[config.mk]
export PLATFORM = sky130hd
export DESIGN_NAME = pipeline_hazard_ctrl
export DESIGN_NICKNAME = d
export VERILOG_FILES = /design/src/rtl/pipeline_hazard_ctrl.sv
export SDC_FILE = /design/constraint.sdc
export NUM_CORES = 1
export LEC_CHECK = 0
export BUFFER_PORTS_ARGS = -buffer_cell sky130_fd_sc_hd__clkbuf_2
export CAP_MARGIN = 20
export CORE_MARGIN = 2
export CORE_UTILIZATION = 35
export CTS_CLUSTER_DIAMETER = 60
export DETAILED_ROUTE_END_ITERATION = 8
export GPL_TIMING_DRIVEN = 1
export PLACE_DENSITY = 0.62
export RECOVER_POWER = 50
export SYNTH_ARGS = -nofsm -noshare
export SYNTH_HDL_FRONTEND = slang
export SYNTH_SLANG_ARGS = --single-unit
export TNS_END_PERCENT = 1
[constraint.sdc]
create_clock -name clk -period 2.7 [get_ports clk]
set_clock_uncertainty 0.2 [all_clocks]
set_input_delay 0.135 -clock clk [delete_from_list [all_inputs] [get_ports clk]]
set_output_delay 0.135 -clock clk [all_outputs]
set_load 0.005 [all_outputs]
[src/rtl/pipeline_hazard_ctrl.sv]
// Stall/flush sequencer for the 5-stage pipeline.
// It handles three cases: load-use bubbles, branch flushes resolved in MEM,
// and multi-cycle data-memory waits. A wait timeout halts the core, and a
// saturating counter records the cycles in which the PC is held.
module pipeline_hazard_ctrl #(
    parameter int MAX_WAIT = 16,
    parameter int CNT_W    = 16
) (
    input  logic             clk,
    input  logic             reset,
    input  logic [4:0]       id_rs1,
    input  logic [4:0]       id_rs2,
    input  logic             id_uses_rs1,
    input  logic             id_uses_rs2,
    input  logic [4:0]       ex_rd,
    input  logic             ex_mem_read,
    input  logic             mem_bc,
    input  logic             mem_mem_read,
    input  logic             mem_mem_write,
    input  logic             dmem_ready,
    input  logic             clr_stats,
    output logic             pc_enable,
    output logic             if_id_enable,
    output logic             id_ex_enable,
    output logic             ex_mem_enable,
    output logic             mem_wb_enable,
    output logic             if_id_flush,
    output logic             id_ex_flush,
    output logic             ex_mem_flush,
    output logic             pc_sel_branch,
    output logic             dmem_req,
    output logic [2:0]       state_o,
    output logic [CNT_W-1:0] stall_count,
    output logic             mem_error
);

    localparam int WC_W = $clog2(MAX_WAIT + 1);

    typedef enum logic [2:0] {
        RUN        = 3'd0,
        LOAD_STALL = 3'd1,
        MEM_WAIT   = 3'd2,
        FLUSH      = 3'd3,
        HALT       = 3'd4
    } state_t;

    state_t            state_q, state_d;
    logic [WC_W-1:0]   wait_cnt_q, wait_cnt_d;
    logic [CNT_W-1:0]  stall_cnt_q, stall_cnt_d;
    logic              mem_error_q, mem_error_d;
    logic              load_use;
    logic              mem_stall;

    assign load_use = ex_mem_read && (ex_rd != 5'd0) &&
                      ((id_uses_rs1 && (id_rs1 == ex_rd)) ||
                       (id_uses_rs2 && (id_rs2 == ex_rd)));

    assign mem_stall   = dmem_req && !dmem_ready;
    assign state_o     = state_q;
    assign stall_count = stall_cnt_q;
    assign mem_error   = mem_error_q;

    // Next-state and control outputs: memory stall beats branch, which beats load-use.
    always_comb begin
        state_d       = state_q;
        wait_cnt_d    = '0;
        mem_error_d   = mem_error_q;
        pc_enable     = 1'b1;
        if_id_enable  = 1'b1;
        id_ex_enable  = 1'b1;
        ex_mem_enable = 1'b1;
        mem_wb_enable = 1'b1;
        if_id_flush   = 1'b0;
        id_ex_flush   = 1'b0;
        ex_mem_flush  = 1'b0;
        pc_sel_branch = 1'b0;
        dmem_req      = (mem_mem_read || mem_mem_write) && (state_q != HALT);

        if (!reset) begin
            // Reset owns the pipeline: nothing advances and no request goes out.
            pc_enable     = 1'b0;
            if_id_enable  = 1'b0;
            id_ex_enable  = 1'b0;
            ex_mem_enable = 1'b0;
            mem_wb_enable = 1'b0;
            dmem_req      = 1'b0;
            state_d       = RUN;
        end else if (state_q == HALT) begin
            pc_enable     = 1'b0;
            if_id_enable  = 1'b0;
            id_ex_enable  = 1'b0;
            ex_mem_enable = 1'b0;
            mem_wb_enable = 1'b0;
        end else if (mem_stall) begin
            pc_enable     = 1'b0;
            if_id_enable  = 1'b0;
            id_ex_enable  = 1'b0;
            ex_mem_enable = 1'b0;
            mem_wb_enable = 1'b0;
            if (state_q == MEM_WAIT) begin
                if (wait_cnt_q == WC_W'(MAX_WAIT)) begin
                    state_d     = HALT;
                    mem_error_d = 1'b1;
                end else begin
                    state_d    = MEM_WAIT;
                    wait_cnt_d = wait_cnt_q + 1'b1;
                end
            end else begin
                state_d    = MEM_WAIT;
                wait_cnt_d = WC_W'(1);
            end
        end else if (mem_bc && (state_q != FLUSH)) begin
            // The instructions in IF, ID and EX are on the wrong path.
            pc_sel_branch = 1'b1;
            if_id_flush   = 1'b1;
            id_ex_flush   = 1'b1;
            ex_mem_flush  = 1'b1;
            state_d       = FLUSH;
        end else if (load_use && (state_q != LOAD_STALL)) begin
            // Hold IF and ID for one cycle and insert a bubble into EX.
            pc_enable    = 1'b0;
            if_id_enable = 1'b0;
            id_ex_flush  = 1'b1;
            state_d      = LOAD_STALL;
        end else begin
            state_d = RUN;
        end
    end

    // Saturating count of PC-hold cycles; a clear request wins over the increment.
    always_comb begin
        stall_cnt_d = stall_cnt_q;
        if (clr_stats)
            stall_cnt_d = '0;
        else if (!pc_enable && (stall_cnt_q != {CNT_W{1'b1}}))
            stall_cnt_d = stall_cnt_q + 1'b1;
    end

    // State register with synchronous active-low reset.
    always_ff @(posedge clk) begin
        if (!reset) begin
            state_q     <= RUN;
            wait_cnt_q  <= '0;
            stall_cnt_q <= '0;
            mem_error_q <= 1'b0;
        end else begin
            state_q     <= state_d;
            wait_cnt_q  <= wait_cnt_d;
            stall_cnt_q <= stall_cnt_d;
            mem_error_q <= mem_error_d;
        end
    end

endmodule
==> run summary <==
run status: finished, final reports clean
worst slew pin tran: 595 ps
boundary pin count: 55
slew margin rel.: 0.603
Setup Fix Bufs, Post-CTS: 0
TritonCTS clock tree: yes
Ys Warns: 0
CTS buffer count: 3
Netlist Area Pre-Place: 1420 um^2
Via-to-Cell Ratio: 4.94
max-slew violation count: 0
Min-Delay Path Class: in -> reg
die height: 67.6 um
Clock Latency Late Sink: 260 ps
Worst Hold Endpoint: state_o[1]
Pwr Density: 398 nW/um^2
CTS max path bufs: 2
vias: 1345
hold slack: 21.6 ps
Fmax achieved: 446 MHz
Peak supply drop: 210 uV
Starting Density: 0.359
number of antenna diodes: 0
area grow syn2layout: 23.6%
Synth cell types: 39
gr usage total: 0.133
final instance area: 1750 um^2
wire per inst: 10.6 um
pin count of the biggest net entering global routing: 17
R2R setup slack: 460 ps
max cap viols: 0
hold_sp: dmem_ready
DRC: 0
Final Hold Violating Endpoints: 0
HPWL Detailed: 2270 um
Tcrit/Tclk final: 0.831
drt total wl: 2900 um
Startpoint Class: flip-flop
number of cells on the worst hold path: 3
Seq cells post-synth: 25
Root Driver: clkbuf_8
Mapped Nets: 197
fin util: 0.444
Crit Path Category: reg -> reg
Max FO, Critical Path: 16
RePlAce Congestion: 0.762
Tmin final: 2240 ps
setup violators final: 0
Sink Count: 25
Die W: 67.6 um
row count: 23
clock slew at reported path FFs: 90 ps
cell count after synthesis: 169
cell area after placement: 1690 um^2
initial antenna violation count: 0
port bufs: 54
post-route setup TNS: 0 ps
CP arrival: 2240 ps
H-Tree Depth: 1
Post-Syn Area per Cell: 8.37 um^2
Seq/Total Area, Yosys: 0.354
first-pass GRT wire length: 4800 um
Pwr Total: 0.000696 W
GRT overflow: 0
reg2reg start: stall_count[0]
CP endpoint kind: flip-flop
die area: 4570 um^2
Pre-antenna DRT Iters: 4
number of global-route vias before repair: 1137
Lkg Pwr: 0.699 nW
Final #Nets: 251
post_cts resized: 0
worst endpoint required time: 2690 ps
CORE AREA: 3940 um^2
share of cells above drive strength 1: 0.257
Routed Antenna Nets: 0
Detailed Route Iter0 Violations: 52
cts hold-fix bufs: 2
Crit Reg-Reg Endpoint: stall_count[10]
worst reg2reg path depth: 8
RSZ-0062 raised after global routing: false
worst max-delay path, stage by stage (launching register included):
cell and delay (ps):
dfxtp_1 360, ha_1 240, and4_1 220, nand3_1 110, o21a_1 160, a31oi_4 120
buf_4 220, or4_1 400, a21oi_1 150
cell families after synthesis:
logic type / count (synthesis) / share of synthesized area
simple gates: 73 / 0.286
compound gates: 39 / 0.176
flops: 25 / 0.354
xor+xnor: 14 / 0.0867
buf+inv: 14 / 0.0645
fa+ha+maj: 3 / 0.0265
mux: 1 / 0.00707
layout make-up:
type | count | area, um^2
inverters | 5 | 18.8
fillers | 406 | 2190
clock inverters | 1 | 5.00
repair buffers | 58 | 298
multi-input cells | 130 | 823
well taps | 50 | 62.6
clock buffers | 3 | 41.3
flip-flops and latches | 25 | 500
sequential cells by signal, indices dropped and copies added (netlist names):
register,count
mem_error,1
stall_count,16
wait_cnt_q,5
state_o,3
worst max path at each step:
| stage | slack, ps | from | cells past startpoint | to |
|---|---|---|---|---|
| CTS | 450 | stall_count[0] | 8 | stall_count[10] |
| detailed placement | 480 | stall_count[0] | 8 | stall_count[10] |
| floorplan | 570 | stall_count[0] | 8 | stall_count[12] |
| global route | 300 | stall_count[3] | 7 | stall_count[1] |
| finish | 460 | stall_count[0] | 8 | stall_count[10] |
| global placement | 520 | stall_count[0] | 8 | stall_count[10] |
power by group:
part / switching (W) / leakage, nW / total, W / internal, W
Combinational: 0.0000488 / 0.471 / 0.0000968 / 0.0000479
Clock: 0.000119 / 0.0255 / 0.000222 / 0.000103
Sequential: 0.00000512 / 0.202 / 0.000378 / 0.000373
through the flow:
step / std cells / setup slack, ps
2_1_floorplan: 169 / 566
3_3_place_gp: 266 / 515
3_5_place_dp: 266 / 482
4_1_cts: 272 / 454
5_1_grt: 272 / 297
6_report: 272 / 457
synthesized netlist by cell type:
cell      count  area [um^2]
a211oi_1      1         7.51
a21boi_0      1         7.51
a21oi_1      14         70.1
a31oi_1       1         6.26
a31oi_4       1         21.3
and2_1        3         18.8
and3_1        3         18.8
and4_1        2         17.5
buf_2         1         5.00
buf_4         5         37.5
buf_6         1         11.3
buf_8         1         15.0
clkbuf_1      1         3.75
dfxtp_1      25          500
ha_1          3         37.5
inv_1         5         18.8
mux2i_1       1         10.0
nand2_1      14         52.6
nand2b_1      1         6.26
nand3_1      10         50.1
nand3_2       1         10.0
nand3b_1      1         7.51
nand4_1       6         37.5
nor2_1       12         45.0
nor2b_1       1         6.26
nor3b_1       2         15.0
o211a_1       1         10.0
o211ai_1      2         15.0
o21a_1        4         30.0
o21ai_1       9         45.0
o21bai_1      1         7.51
o22ai_1       1         6.26
o31ai_1       3         22.5
or3_1         9         56.3
or3b_1        1         8.76
or3b_2        1         8.76
or4_1         6         45.0
xnor2_1      11         96.3
xor2_1        3         26.3
layer usage:
metal,up-vias,global-route usage,routed length (um)
li1,717,-,-
met1,603,0.185,1370
met2,23,0.214,1400
met3,2,0.0300,115
met4,0,0.0153,10
met5,-,0,0
cell usage in the layout, fill, tap and decap left out, drive strengths merged:
| cell type | n |
|---|---|
| nand2 | 14 |
| and4 | 2 |
| dfxtp | 25 |
| o21ai | 9 |
| o31ai | 3 |
| xnor2 | 11 |
| nand4 | 6 |
| inv | 5 |
| o21bai | 1 |
| nor2b | 1 |
| mux2i | 1 |
| nor3b | 2 |
| o211a | 1 |
| and2 | 3 |
| a31oi | 2 |
| a21oi | 14 |
| a21boi | 1 |
| a211oi | 1 |
| ha | 3 |
| o21a | 4 |
| dlygate4sd3 | 2 |
| buf | 2 |
| nand2b | 1 |
| nand3b | 1 |
| clkbuf | 57 |
| clkinv | 1 |
| or3b | 2 |
| xor2 | 3 |
| o22ai | 1 |
| or3 | 9 |
| nand3 | 11 |
| o211ai | 2 |
| or4 | 6 |
| nor2 | 12 |
| and3 | 3 |
(Power assumes the default switching activity.)
